File: config.mk
export PLATFORM = sky130hd
export DESIGN_NAME = bcd_time_counter
export DESIGN_NICKNAME = d
export VERILOG_FILES = /design/src/rtl/clock_pkg.sv /design/src/rtl/bcd_pair_counter.sv /design/src/rtl/bcd_time_counter.sv
export SDC_FILE = /design/constraint.sdc
export NUM_CORES = 1
export LEC_CHECK = 0
export CAP_MARGIN = 20
export CORE_UTILIZATION = 35
export DETAILED_ROUTE_END_ITERATION = 16
export GPL_TIMING_DRIVEN = 0
export HOLD_SLACK_MARGIN = 0.15
export PLACE_DENSITY_LB_ADDON = 0.25
export SYNTH_ARGS = -nofsm -noshare
export SYNTH_HDL_FRONTEND = slang
export SYNTH_SLANG_ARGS = --single-unit
File: constraint.sdc
create_clock -name clk -period 2.6 [get_ports clk]
set_input_delay 0.65 -clock clk [delete_from_list [all_inputs] [get_ports clk]]
set_output_delay 0.65 -clock clk [all_outputs]
set_load 0.01 [all_outputs]
File: src/rtl/clock_pkg.sv
// Shared types and limits for the HH:MM:SS time-keeping core.
package clock_pkg;

  typedef enum logic [1:0] {
    RUN     = 2'd0,
    SET_HR  = 2'd1,
    SET_MIN = 2'd2
  } mode_t;

  localparam int SEC_MAX = 59;
  localparam int MIN_MAX = 59;
  localparam int HR_MAX  = 23;
  localparam int BCD_W   = 4;

endpackage

File: src/rtl/bcd_pair_counter.sv
// Two-digit BCD counter that wraps from MAX to 00 and flags the wrap as carry.
// The wrap compares both digits, so MAX=23 rolls over at 23 rather than at any x3.
module bcd_pair_counter
  import clock_pkg::*;
#(
  parameter int MAX = 59
) (
  input  logic             clk,
  input  logic             rst_n,
  input  logic             inc,
  input  logic             clr,
  output logic [BCD_W-1:0] lo,
  output logic [BCD_W-1:0] hi,
  output logic             carry
);

  localparam logic [BCD_W-1:0] MAX_LO = BCD_W'(MAX % 10);
  localparam logic [BCD_W-1:0] MAX_HI = BCD_W'(MAX / 10);
  localparam logic [BCD_W-1:0] NINE   = BCD_W'(9);

  logic at_max;

  assign at_max = (lo == MAX_LO) && (hi == MAX_HI);
  assign carry  = inc && at_max && !clr;

  // Digit pair: clear wins, otherwise step with units-to-tens ripple.
  always_ff @(posedge clk or negedge rst_n) begin
    if (!rst_n) begin
      lo <= '0;
      hi <= '0;
    end else if (clr) begin
      lo <= '0;
      hi <= '0;
    end else if (inc) begin
      if (at_max) begin
        lo <= '0;
        hi <= '0;
      end else if (lo == NINE) begin
        lo <= '0;
        hi <= hi + BCD_W'(1);
      end else begin
        lo <= lo + BCD_W'(1);
      end
    end
  end

endmodule

File: src/rtl/bcd_time_counter.sv
// 24-hour HH:MM:SS core: 1 Hz prescaler, RUN/SET_HR/SET_MIN mode FSM and
// steering of tick, carries and button increments into the three digit pairs.
//
// state   | meaning
// RUN     | time advances on every tick, btn_inc ignored
// SET_HR  | time frozen, btn_inc steps hours modulo 24
// SET_MIN | time frozen, btn_inc steps minutes modulo 60; leaving clears seconds and prescaler
module bcd_time_counter
  import clock_pkg::*;
#(
  parameter int TICK_DIV = 50_000_000
) (
  input  logic             clk,
  input  logic             rst_n,
  input  logic             btn_mode,
  input  logic             btn_inc,
  output logic [BCD_W-1:0] sec_lo,
  output logic [BCD_W-1:0] sec_hi,
  output logic [BCD_W-1:0] min_lo,
  output logic [BCD_W-1:0] min_hi,
  output logic [BCD_W-1:0] hr_lo,
  output logic [BCD_W-1:0] hr_hi,
  output logic             set_hr,
  output logic             set_min,
  output logic             blink,
  output logic             tick
);

  localparam int              CW      = $clog2(TICK_DIV);
  localparam logic [CW-1:0]   CNT_MAX = CW'(TICK_DIV - 1);

  mode_t         mode, mode_nxt;
  logic [CW-1:0] cnt;
  logic          run, exit_set;
  logic          sec_inc, min_inc, hr_inc;
  logic          sec_carry, min_carry, unused_hr_carry;

  // Mode state register.
  always_ff @(posedge clk or negedge rst_n) begin
    if (!rst_n) mode <= RUN;
    else        mode <= mode_nxt;
  end

  // Mode sequencing; the unused encoding falls back to RUN.
  always_comb begin
    mode_nxt = mode;
    case (mode)
      RUN:     if (btn_mode) mode_nxt = SET_HR;
      SET_HR:  if (btn_mode) mode_nxt = SET_MIN;
      SET_MIN: if (btn_mode) mode_nxt = RUN;
      default: mode_nxt = RUN;
    endcase
  end

  assign run      = (mode == RUN);
  assign exit_set = (mode == SET_MIN) && btn_mode;
  assign set_hr   = (mode == SET_HR);
  assign set_min  = (mode == SET_MIN);

  // Prescaler and registered tick; leaving SET_MIN restarts a full period.
  always_ff @(posedge clk or negedge rst_n) begin
    if (!rst_n) begin
      cnt  <= '0;
      tick <= 1'b0;
    end else if (exit_set) begin
      cnt  <= '0;
      tick <= 1'b0;
    end else begin
      tick <= (cnt == CNT_MAX);
      cnt  <= (cnt == CNT_MAX) ? '0 : cnt + CW'(1);
    end
  end

  // Blink flips once per tick in every mode.
  always_ff @(posedge clk or negedge rst_n) begin
    if (!rst_n) blink <= 1'b0;
    else        blink <= blink ^ tick;
  end

  // Carries only ripple in RUN; in set modes a wrap stays inside its own field.
  assign sec_inc = run && tick;
  assign min_inc = run ? sec_carry : (set_min && btn_inc && !btn_mode);
  assign hr_inc  = run ? min_carry : (set_hr && btn_inc && !btn_mode);

  bcd_pair_counter #(.MAX(SEC_MAX)) u_sec (
    .clk   (clk),
    .rst_n (rst_n),
    .inc   (sec_inc),
    .clr   (exit_set),
    .lo    (sec_lo),
    .hi    (sec_hi),
    .carry (sec_carry)
  );

  bcd_pair_counter #(.MAX(MIN_MAX)) u_min (
    .clk   (clk),
    .rst_n (rst_n),
    .inc   (min_inc),
    .clr   (1'b0),
    .lo    (min_lo),
    .hi    (min_hi),
    .carry (min_carry)
  );

  bcd_pair_counter #(.MAX(HR_MAX)) u_hr (
    .clk   (clk),
    .rst_n (rst_n),
    .inc   (hr_inc),
    .clr   (1'b0),
    .lo    (hr_lo),
    .hi    (hr_hi),
    .carry (unused_hr_carry)
  );

endmodule

# ---- After elaboration in Yosys (flattened, before gate mapping)
# Index checks and enable logic that the tools add are counted.
dict set report totals {
  elab_cells 79
  regBits 54
}
dict set report classes {
  bitwise 1
  reduce_logical 23
  add_sub_neg 7
  n_eq_ne 13
  muxes 25
}
# cell n
set op_table {}
lappend op_table {{$mux 4} 16}
lappend op_table {{$mux 26} 2}
lappend op_table {{$add 26x1->26 const B} 1}
lappend op_table {{$eq 26x26->1 const B} 1}
lappend op_table {{$add 4x1->4 const B} 6}
lappend op_table {{$eq 4x4->1 const B} 3}
lappend op_table {{$logic_and 1x1->1} 12}
lappend op_table {{$eq 4x2->1 const B} 2}
lappend op_table {{$eq 4x3->1 const B} 2}
lappend op_table {{$mux 2} 3}
lappend op_table {{$ne 2x2->1 const B} 3}
lappend op_table {{$pmux 2 s3} 1}
lappend op_table {{$reduce_and 2->1} 3}
lappend op_table {{$reduce_bool 2->1} 3}
lappend op_table {{$mux 1} 3}
lappend op_table {{$reduce_and 3->1} 1}
lappend op_table {{$reduce_bool 3->1} 1}
lappend op_table {{$eq 2x1->1 const B} 1}
lappend op_table {{$eq 2x2->1 const B} 1}
lappend op_table {{$logic_not 1->1} 2}
lappend op_table {{$logic_not 2->1} 1}
lappend op_table {{$xor 1x1->1} 1}

# ---- Logic depth before layout (Yosys ltp)
# Gate-level depths: netlist (run 1).
dict set report depth {
  depth_word 8
  ltp_mapped 8
  mapped_depth_nobuf 7
}

# ---- Cells and area by module
# Synthesis (run 1) repeated with hierarchy kept, for this count alone.
dict set report hier_totals {
  hier_cells 317
  hier_area_um2 3145.5
}
# mod instances area_each_um2 cells_each seq_area_each_um2
set modules_own_cells {}
lappend modules_own_cells {bcd_time_counter 1 1577.8 161 750.7}
lappend modules_own_cells {{bcd_pair_counter (u_min ...)} 2 529.3 51 200.2}
lappend modules_own_cells {{bcd_pair_counter (u_hr)} 1 509.2 54 200.2}

# ---- Worst setup path after synthesis (run 1)
# Ideal clock, no wire load.
dict set report synth_path {
  kind {flip-flop to flip-flop}
  from {register u_min.lo[1]}
  to {register u_hr.hi[0]}
  arrival_time_ns 1.661
  path_buffers 1
  slack_ns 0.809
  path_stages_with_launch 9
  period_less_slack_ns 1.791
  setup_ns 0.130
  t_required_ns 2.470
  cell_sequence {dfrtp_1 -> inv_1 -> ha_1 -> nand2_1 -> nor2_1 -> a41oi_1 -> buf_2 -> o21ai_0 -> o31ai_1}
}
dict set report synth_via {
  elab_chain_len 5
}
# element line
set synth_lines {}
lappend synth_lines {{start, declared} bcd_pair_counter.sv:12} ;# output logic [BCD_W-1:0] lo,
lappend synth_lines {{start signal, assigned} bcd_pair_counter.sv:42} ;# lo <= lo + BCD_W'(1);
lappend synth_lines {{$eq 4x4->1} bcd_pair_counter.sv:23} ;# assign at_max = (lo == MAX_LO) && (hi == MAX_HI);
lappend synth_lines {{$logic_and 1x1->1} bcd_pair_counter.sv:23}
lappend synth_lines {{$logic_and 1x1->1} bcd_pair_counter.sv:24} ;# assign carry = inc && at_max && !clr;
lappend synth_lines {{$mux 1} bcd_time_counter.sv:83} ;# assign hr_inc = run ? min_carry : (set_hr && btn_inc && !btn_mode);
lappend synth_lines {{$reduce_and 2->1 (no source line)} n/a}
lappend synth_lines {{end signal, assigned} bcd_pair_counter.sv:40} ;# hi <= hi + BCD_W'(1);
lappend synth_lines {{end, declared} bcd_pair_counter.sv:13} ;# output logic [BCD_W-1:0] hi,
# No other way between the ends.
# A chain may end at the register's enable or synchronous reset.

# ---- Worst setup path after layout (run 1)
dict set report layout_path {
  from {register mode[0]}
  to {output port set_hr}
}
dict set report layout_via {
  elab_chain_len 1
}
# element line
set layout_lines {}
lappend layout_lines {{start, declared} bcd_time_counter.sv:32} ;# mode_t mode, mode_nxt;
lappend layout_lines {{start signal, assigned} bcd_time_counter.sv:41} ;# else mode <= mode_nxt;
lappend layout_lines {{$eq 2x1->1} bcd_time_counter.sv:57} ;# assign set_hr = (mode == SET_HR);
lappend layout_lines {{end, declared} bcd_time_counter.sv:23} ;# output logic set_hr,
# No other way between the ends.

==> metrics.yaml, run 1 <==
cp_cell_sequence: "nor2b_1, clkdlybuf4s50_1"
synth.distinct_cells: 45
power_density_of_the_placed_cells_mw_per_mm2: 676
synth-edff-count: 0
synth_top_cell_area_share_pct: 47.2
fp-row-count: 32
syn-mean-instance-area_um2: 10.3
grt_setup_unrepaired: "false"
crit-reg2reg-launch: "u_min.lo[1]"
outcome: "finished, final reports clean"
tritoncts_num_sinks: 54
min_period_ns: 2.31
grt.overflow.total: 0
dpl_cell_area_mm2: 0.00331
worst-r2r-cell-count: 8
clock_tree_from_tritoncts: "done"
finalInstanceArea_mm2: 0.00340
share_of_synthesized_registers_carrying_an_async_set_or_reset_pct: 100
coreArea_mm2: 0.00781
synth_top_flop_cell: "dfrtp_1"
drc: 0
area_contributors_post_synth: "dfrtp_1, xor2_1, ha_1, nor2_1, nand3_1"
grt_start_max_net_pins: 32
worstHoldPathType: "input port to asynchronous set/reset pin"
worstSkewPairLatency_ns: 0.30
final_cells: 419
skew_ns: 0.00321
post-synth-top-area-cell: "dfrtp_1"
detail_route.first_pass.iterations: 4
crit_path_max_incr_delay_ns: 0.58
met3_length_um: 186
ctsHtreeMaxLevel: 2
post_synthesis_instance_area_mm2: 0.00286
highest_delay_cell_along_the_critical_path: "clkdlybuf4s50_1"
p_leak_nw: 1.53
timing.reg2reg.setup_slack_ns: 0.53
yosysWarningCount: 0
critPathRequiredTime_ns: 1.95
top_layer: "met4"
m1WireLength_um: 2630
nets_in_the_synthesized_netlist: 296
synthesis.instances: 279
via_count: 2110
detailroute.wirelength.met2_um: 2560
setup-violations-final: 0
max_capacitance_violation_total: 0
crit_path_max_fanout: 8
hpwlAfterDp_um: 3960
finalSetupTns_ns: 0
clock_path_buffers: 2
timing.final.crit_share_pct: 89.0
postSynthRegisterBits: 54
timing.critical_path.from_type: "register"
crit_arrival_ns: 1.66
wl_per_cell_um: 13.0
num-fill-cells: 770
design.die.area_mm2: 0.00854
start_util_pct: 36.6
ctsRootBufferMaster: "clkbuf_8"
grt_first_pass_wirelength_um: 9780
timing.critical_path.max_delay_family: "buffers and inverters"
worst_slack_ns: 0.286
post_cts.resized_instances: 0
endpoint_kind: "primary output"
flow.area_growth_from_synthesis_pct: 18.7
timing.slew.headroom_pct: 59.6
drtAntennaViolNets: 0
multi_input_gate_area_mm2: 0.00145
drt_wl_total_um: 5450
starting_drc_count_in_detailed_routing: 103
irDropWorstVdd_v: 0.000314
post-cts-setup-buffer-count: 0
post_cts_hold_buffer_count: 0
grtUsageTotal_pct: 14.2
timing.rr.end: "u_hr.hi[1]"
layout.area.seq_mm2: 0.00135
fraction_of_the_yosys_area_taken_by_sequential_cells_pct: 47.2
dpl_worst_slack_ns: 0.194
fp.dieH_um: 92.4
final_core_util_pct: 43.5
antenna_cells: 0
gp_routability_congestion: 0.703
tightest_slew_ns: 0.605
antenna_violations_before_repair: 0
critPathBufInv: 1
viasPerCell: 5.04
timing.fmax_ghz: 0.432
worstSetupPathType: "register to primary output"
smallest_hold_slack_ns: 0.336
slew_violations: 0
worst_path_clk_slew_ns: 0.09
final_nets: 335
post_route_cells_drive_above_1_share_pct: 7.89
finalHoldViolCount: 0
via_count_of_the_first_global_routing_pass: 2103
io_pins: 32
io_buffer_count: 31
total_power_mw: 2.30
total_cts_buffers: 5
die_extent_in_x_um: 92.4
placedCellCount: 413
-- synth_stat cells (6+ instances only) --
master / number
nand4_1: 9
nand2_1: 18
nor2_1: 39
and3_1: 8
inv_1: 8
o31ai_1: 6
xnor2_1: 6
nand3_1: 17
nor2b_1: 6
ha_1: 13
dfrtp_1: 54
xor2_1: 21
nor3_1: 6
o21ai_0: 17
-- final cells by class --
class | instances | area share, %
buffer | 4 | 0.737
clock buffer | 6 | 2.43
inverter | 8 | 0.884
multi-input combinational | 213 | 42.8
sequential | 54 | 39.8
tap | 102 | 3.76
timing repair buffer | 32 | 9.58
-- kinds of logic after synthesis --
family / synth area share [%]
buffers and inverters: 1.92
AOI/OAI and AO/OA: 8.31
DFF: 47.2
and+or+nand+nor: 27.0
adders and majority gates: 5.69
xor gates and xnor gates: 8.27
muxes: 1.57
-- worst register-to-register path: stages (launching register included) --
cell and delay [ns]:
dfrtp_1 0.42, inv_1 0.07, ha_1 0.13, nand2_1 0.07
nor2_1 0.42, a41oi_1 0.32, buf_2 0.27, o21ai_0 0.17
o31ai_1 0.09
-- per-layer routing --
layer,vias up,global-route usage (%)
li1,1050,-
met3,7,2.87
met4,0,4.56
met2,34,23.1
met5,-,0
met1,1019,18.9
-- where the power goes --
group	switching [mW]	internal, mW	total (mW)
sequential	0.197	0.969	1.17
clock	0.265	0.206	0.472
combinational	0.321	0.339	0.660
-- worst max-delay path by stage --
stage,from,end,slack (ns),cells after the start
2_1_floorplan,u_min.lo[1],u_hr.hi[0],0.81,8
3_3_place_gp,rst_n,u_hr.lo[3],-0.87,1
6_report,mode[0],set_hr,0.29,2
4_1_cts,mode[0],set_hr,0.27,2
3_5_place_dp,btn_mode,u_min.hi[3],0.19,6
5_1_grt,mode[0],set_hr,0.17,2
-- registers in the layout, indices dropped and copies added, names as in the netlist --
signal and count:
u_sec.hi 4, mode 2, u_hr.hi 4, u_hr.lo 4, cnt 26, u_min.hi 4
u_sec.lo 4, blink 1, tick 1, u_min.lo 4
-- layout by cell type (no fill, tap or decap), types with 3 or more instances in the layout --
master / count
dfrtp_1: 54
nor2_1: 39
clkdlybuf4s50_1: 30
xor2_1: 21
nand2_1: 18
nand3_1: 17
o21ai_0: 17
ha_1: 13
nand4_1: 9
inv_1: 8
and3_1: 8
nor2b_1: 6
nor3_1: 6
xnor2_1: 6
o31ai_1: 6
clkbuf_8: 6
nand3b_1: 4
and3b_1: 4
a21oi_1: 4
nor4_4: 3
nand2b_1: 3
mux2_2: 3
(Power assumes the default switching activity.)
==> run 2, diff against run 1 <==
--- a/constraint.sdc
+++ b/constraint.sdc
@@ -3,2 +3,2 @@
 set_output_delay 0.65 -clock clk [all_outputs]
-set_load 0.01 [all_outputs]
+set_load 0.1 [all_outputs]
==> run 2 against run 1 <==
  * Clock skew grew 0.0037 ns
  * Register-to-register slack about the same
  * Combinational power increased by 79%
  * Sequential power barely moved
  * Global-route usage up 0.14 points
  * Total power rose by 24%
  * Highest routed layer unchanged
  * First-iteration DRC count is 6.8% lower
  * Utilization increased by 0.35 points
  * Clock power increased by 4.9%
  * Critical path depth shrank 1
==> metrics.yaml, run 2 (same netlist as run 1, synthesis figures left out) <==
slew_violations: 0  # unchanged
layout.cells.most_common: "dfrtp_1"
post_cts_hold_buffer_count: 0  # unchanged
power_density_of_the_placed_cells_mw_per_mm2: 829  # +23%
flow.area_growth_from_synthesis_pct: 19.7
finalInstanceArea_mm2: 0.00342  # +0.81%
antenna_violations_before_repair: 0  # unchanged
timing.fmax_ghz: 0.392  # -9.3%
highest_delay_cell_along_the_critical_path: "clkdlybuf4s50_1"
antenna_cells: 0  # unchanged
fp.dieH_um: 92.4  # unchanged
gp_routability_congestion: 0.741  # +5.5%
ctsRootBufferMaster: "clkbuf_8"
clock_tree_from_tritoncts: "done"
critPathBufInv: 1  # unchanged
coreArea_mm2: 0.00781  # unchanged
most_frequent_cells_in_the_layout: "dfrtp_1, nor2_1, xor2_1"
num-fill-cells: 754  # -2.1%
placedCellCount: 413  # unchanged
starting_drc_count_in_detailed_routing: 96  # -6.8%
irDropWorstVdd_v: 0.000545  # +74%
worst_path_clk_slew_ns: 0.10  # about the same
wl_per_cell_um: 13.1  # +0.75%
final_nets: 335  # unchanged
cp_cell_sequence: "clkdlybuf4s50_1"
worstSetupPathType: "register to primary output"
via_count_of_the_first_global_routing_pass: 2163  # +2.9%
finalHoldViolCount: 0  # unchanged
grtUsageTotal_pct: 14.3  # +0.14 points
final_cells: 421  # +0.48%
largest_register: "cnt"
post-cts-setup-buffer-count: 0  # unchanged
via_count: 2114  # +0.19%
total_cts_buffers: 5  # unchanged
drc: 0  # unchanged
max_capacitance_violation_total: 0  # unchanged
crit_path_max_incr_delay_ns: 1.16  # +0.58 ns
tightest_slew_ns: 0.980  # +0.375 ns
grt_start_max_net_pins: 34  # +6.3%
largest_register_ffs: 26  # unchanged
ctsHtreeMaxLevel: 2  # unchanged
drtAntennaViolNets: 0  # unchanged
detail_route.first_pass.iterations: 5  # +1
dpl_worst_slack_ns: 0.0588  # -0.136 ns
tritoncts_num_sinks: 54  # unchanged
endpoint_kind: "primary output"
design.die.area_mm2: 0.00854  # unchanged
crit_arrival_ns: 1.90  # +0.24 ns
worstHoldPathType: "input port to asynchronous set/reset pin"
die_extent_in_x_um: 92.4  # unchanged
worstSkewPairLatency_ns: 0.31  # about the same
setup-violations-final: 0  # unchanged
dpl_cell_area_mm2: 0.00332  # about the same
io_pins: 32  # unchanged
viasPerCell: 5.02  # -0.29%
grt_first_pass_wirelength_um: 9810  # +0.28%
grt_setup_unrepaired: "false"
drt_wl_total_um: 5510  # +1.2%
io_buffer_count: 31  # unchanged
fp-row-count: 32  # unchanged
outcome: "finished, final reports clean"
worst_slack_ns: 0.0476  # -0.238 ns
crit_path_max_fanout: 6  # -2
critPathRequiredTime_ns: 1.95  # about the same
p_leak_nw: 1.73  # +13%
clock_path_buffers: 2  # unchanged
timing.slew.headroom_pct: 34.6  # -25 points
grt.overflow.total: 0  # unchanged
skew_ns: 0.00691  # +0.00370 ns
hpwlAfterDp_um: 3920  # -1.1%
post_route_cells_drive_above_1_share_pct: 9.09  # +1.2 points
timing.critical_path.max_delay_family: "buffers and inverters"
min_period_ns: 2.55  # +0.238 ns
start_util_pct: 36.6  # unchanged
timing.critical_path.from_type: "register"
final_core_util_pct: 43.8  # +0.35 points
timing.final.crit_share_pct: 98.2  # +9.2 points
[run 2: cell types whose count changed in the layout (fill, tap and decap cells not counted), sizes merged]
cell	change
clkdlybuf4s50	-17
dlymetal6s2s	+12
clkbuf	+3
dlygate4sd2	+3
clkinv	+1
[run 2: what timing repair did]
action                                  4_1_cts  5_1_grt
endpoints found under the setup margin        5       14
gates resized for setup                       7       14
pin swaps                                     0        0
[run 2: through the flow]
| stage | hold slack (ns) | TNS [ns] | total power, mW |
|---|---|---|---|
| 2_1_floorplan | 0.354 | 0 | 2.09 |
| 3_3_place_gp | 0.465 | -48.39 | 2.38 |
| 3_5_place_dp | 0.471 | 0 | 2.40 |
| 4_1_cts | 0.322 | 0 | 2.88 |
| 5_1_grt | 0.340 | 0 | 3.00 |
| 6_report | 0.306 | 0 | 2.84 |
[run 2: layout make-up]
| type | count | area [um2] | area share, % |
|---|---|---|---|
| Tap cell | 102 | 128 | 3.73 |
| Sequential cell | 54 | 1350 | 39.5 |
| Timing Repair Buffer | 32 | 342 | 9.98 |
| Multi-Input combinational cell | 213 | 1460 | 42.5 |
| Clock inverter | 1 | 5.00 | 0.146 |
| Buffer | 4 | 25.0 | 0.731 |
| Inverter | 8 | 30.0 | 0.877 |
| Clock buffer | 7 | 86.3 | 2.52 |
[run 2: path summary, 6_finish.rpt]
| check | startpoint | end | slack, ns | depth (start not counted) |
|---|---|---|---|---|
| worst max-delay path | u_sec.lo[2] | sec_lo[2] | 0.05 | 1 |
| worst min-delay path | rst_n | u_sec.hi[2] | 0.31 | 1 |
| worst max register to register | u_min.lo[1] | u_hr.hi[0] | 0.54 | 8 |
| worst min register to register | blink | blink | 0.47 | 1 |
| max in group asynchronous | rst_n | u_hr.lo[0] | 1.73 | 2 |
| min in group clk | blink | blink | 0.47 | 1 |
[run 2: metal layers]
metal / global-route usage [%] / vias to the layer above / wire [um]
met1: 18.9 / 1012 / 2740
met4: 6.12 / 0 / 93
met5: 0 / - / 0
met2: 23.0 / 35 / 2510
li1: - / 1056 / -
met3: 2.63 / 11 / 170
[run 2: power by group]
part,total (mW),internal (mW),switching (mW)
sequential,1.16,0.969,0.195
clock,0.495,0.216,0.280
combinational,1.18,0.314,0.865
total,2.84,1.50,1.34
==> run 3, diff against run 2 <==
--- a/config.mk
+++ b/config.mk
@@ -10,3 +10,2 @@
 export DETAILED_ROUTE_END_ITERATION = 16
-export GPL_TIMING_DRIVEN = 0
 export HOLD_SLACK_MARGIN = 0.15
--- a/constraint.sdc
+++ b/constraint.sdc
@@ -3,2 +3,2 @@
 set_output_delay 0.65 -clock clk [all_outputs]
-set_load 0.1 [all_outputs]
+set_load 0.005 [all_outputs]
==> run 3 against run 2 <==
  * Wire length down 1.8%
  * Design area increased by 0.95%
  * Non-clock buffer count is the same
  * Register-to-register slack worse by 0.06 ns
  * Clock power rose by 36%
==> metrics.yaml, run 3 (same netlist as run 1, synthesis figures left out) <==
timing.critical_path.from_type: "register"
io_buffer_count: 31  # unchanged
flow.area_growth_from_synthesis_pct: 20.8
power_density_of_the_placed_cells_mw_per_mm2: 715  # -14%
num-fill-cells: 769  # +2.0%
grt_first_pass_wirelength_um: 9560  # -2.5%
worstSkewPairLatency_ns: 0.31  # about the same
via_count_of_the_first_global_routing_pass: 2079  # -3.9%
design.die.area_mm2: 0.00854  # unchanged
largest_register: "cnt"
antenna_cells: 0  # unchanged
hpwlAfterDp_um: 3810  # -2.8%
die_extent_in_x_um: 92.4  # unchanged
finalHoldViolCount: 0  # unchanged
critPathRequiredTime_ns: 1.95  # about the same
skew_ns: 0.0120  # +0.00505 ns
timing.slew.headroom_pct: 59.0  # +24 points
clock_path_buffers: 2  # unchanged
final_core_util_pct: 44.3  # +0.42 points
detail_route.first_pass.iterations: 4  # -1
antenna_violations_before_repair: 0  # unchanged
crit_path_max_incr_delay_ns: 0.54  # -0.62 ns
irDropWorstVdd_v: 0.000242  # -55%
worst-r2r-cell-count: 6  # -2
grtUsageTotal_pct: 13.9  # -0.41 points
worst_setup_path_start: "mode[0]"
start_util_pct: 36.6  # unchanged
tightest_slew_ns: 0.614  # -0.366 ns
timing.rr.end: "cnt[20]"
coreArea_mm2: 0.00781  # unchanged
critPathBufInv: 1  # unchanged
most_frequent_cells_in_the_layout: "dfrtp_1, nor2_1, clkdlybuf4s50_1"
timing.final.crit_share_pct: 88.0  # -10 points
max_capacitance_violation_total: 0  # unchanged
ctsHtreeMaxLevel: 2  # unchanged
post-cts-setup-buffer-count: 0  # unchanged
slew_violations: 0  # unchanged
crit-reg2reg-launch: "cnt[0]"
critical_path_cell_count: 2  # +1
via_count: 2084  # -1.4%
post_cts.resized_instances: 0  # -7
endpoint_kind: "primary output"
finalSetupTns_ns: 0  # unchanged
post_route_cells_drive_above_1_share_pct: 8.46  # -0.63 points
viasPerCell: 4.95  # -1.4%
multi_input_gate_area_mm2: 0.00145  # -0.17%
io_pins: 32  # unchanged
cp_cell_sequence: "nor2b_1, clkdlybuf4s50_1"
layout.area.seq_mm2: 0.00135  # unchanged
final_nets: 335  # unchanged
outcome: "finished, final reports clean"
wl_per_cell_um: 12.9  # -1.8%
ctsRootBufferMaster: "clkbuf_8"
worstSetupPathType: "register to primary output"
crit_path_max_fanout: 8  # +2
layout.cells.most_common: "dfrtp_1"
timing.reg2reg.setup_slack_ns: 0.48  # -0.06 ns
fp.dieH_um: 92.4  # unchanged
min_period_ns: 2.29  # -0.265 ns
grt_setup_unrepaired: "false"
post_cts_hold_buffer_count: 0  # unchanged
total_cts_buffers: 5  # unchanged
grt_start_max_net_pins: 32  # -5.9%
p_leak_nw: 1.56  # -9.9%
worst_path_clk_slew_ns: 0.10  # about the same
drc: 0  # unchanged
crit_path_end: "set_hr"
fp-row-count: 32  # unchanged
timing.critical_path.max_delay_family: "buffers and inverters"
setup-violations-final: 0  # unchanged
clock_tree_from_tritoncts: "done"
worstHoldPathType: "input port to asynchronous set/reset pin"
tritoncts_num_sinks: 54  # unchanged
highest_delay_cell_along_the_critical_path: "clkdlybuf4s50_1"
timing.fmax_ghz: 0.437  # +12%
gp_routability_congestion: 0.747  # +0.80%
drt_wl_total_um: 5420  # -1.8%
crit_arrival_ns: 1.64  # -0.26 ns
grt.overflow.total: 0  # unchanged
largest_register_ffs: 26  # unchanged
starting_drc_count_in_detailed_routing: 68  # -29%
drtAntennaViolNets: 0  # unchanged
==> run 3: worst min-delay path by stage <==
stage                     start     end  cells past startpoint
after floorplan           rst_n   blink                      0
after global placement    blink   blink                      1
after detailed placement  blink   blink                      1
after CTS                 rst_n  cnt[3]                      1
after global routing      rst_n  cnt[3]                      1
final                     rst_n  cnt[3]                      1
==> run 3: cell type report <==
type	count	share of cell area, %
Sequential cell	54	39.1
Clock inverter	3	1.99
Multi-Input combinational cell	213	42.1
Tap cell	102	3.69
Timing Repair Buffer	36	10.3
Inverter	8	0.869
Clock buffer	5	1.99
==> run 3: worst register-to-register path: cells and delay by family, from the launching register on <==
family	cells	cell delay, ns
simple gates	5	1.29
flops	1	0.43
fa+ha+maj	1	0.26
==> run 3: power breakdown <==
group          switching [mW]  internal [mW]
combinational           0.295          0.336
clock                   0.290          0.386
sequential              0.198          0.969
total                   0.782           1.69
==> run 3: metrics by stage <==
step,std cells,cell area (um2),total power [mW],setup slack (ns),hold slack [ns]
final,421,3460,2.47,0.313,0.321
after detailed placement,413,3320,1.82,0.369,0.473
after global routing,421,3460,2.64,0.200,0.343
after global placement,413,3320,1.81,0.384,0.462
after CTS,421,3460,2.51,0.292,0.331
after floorplan,279,2860,1.53,0.843,0.354
==> run 3: per-layer routing <==
layer,track usage (%),vias up,wire (um)
met3,2.96,5,156
met2,21.7,29,2430
li1,-,1055,-
met1,19.1,995,2770
met5,0,-,0
met4,4.95,0,65
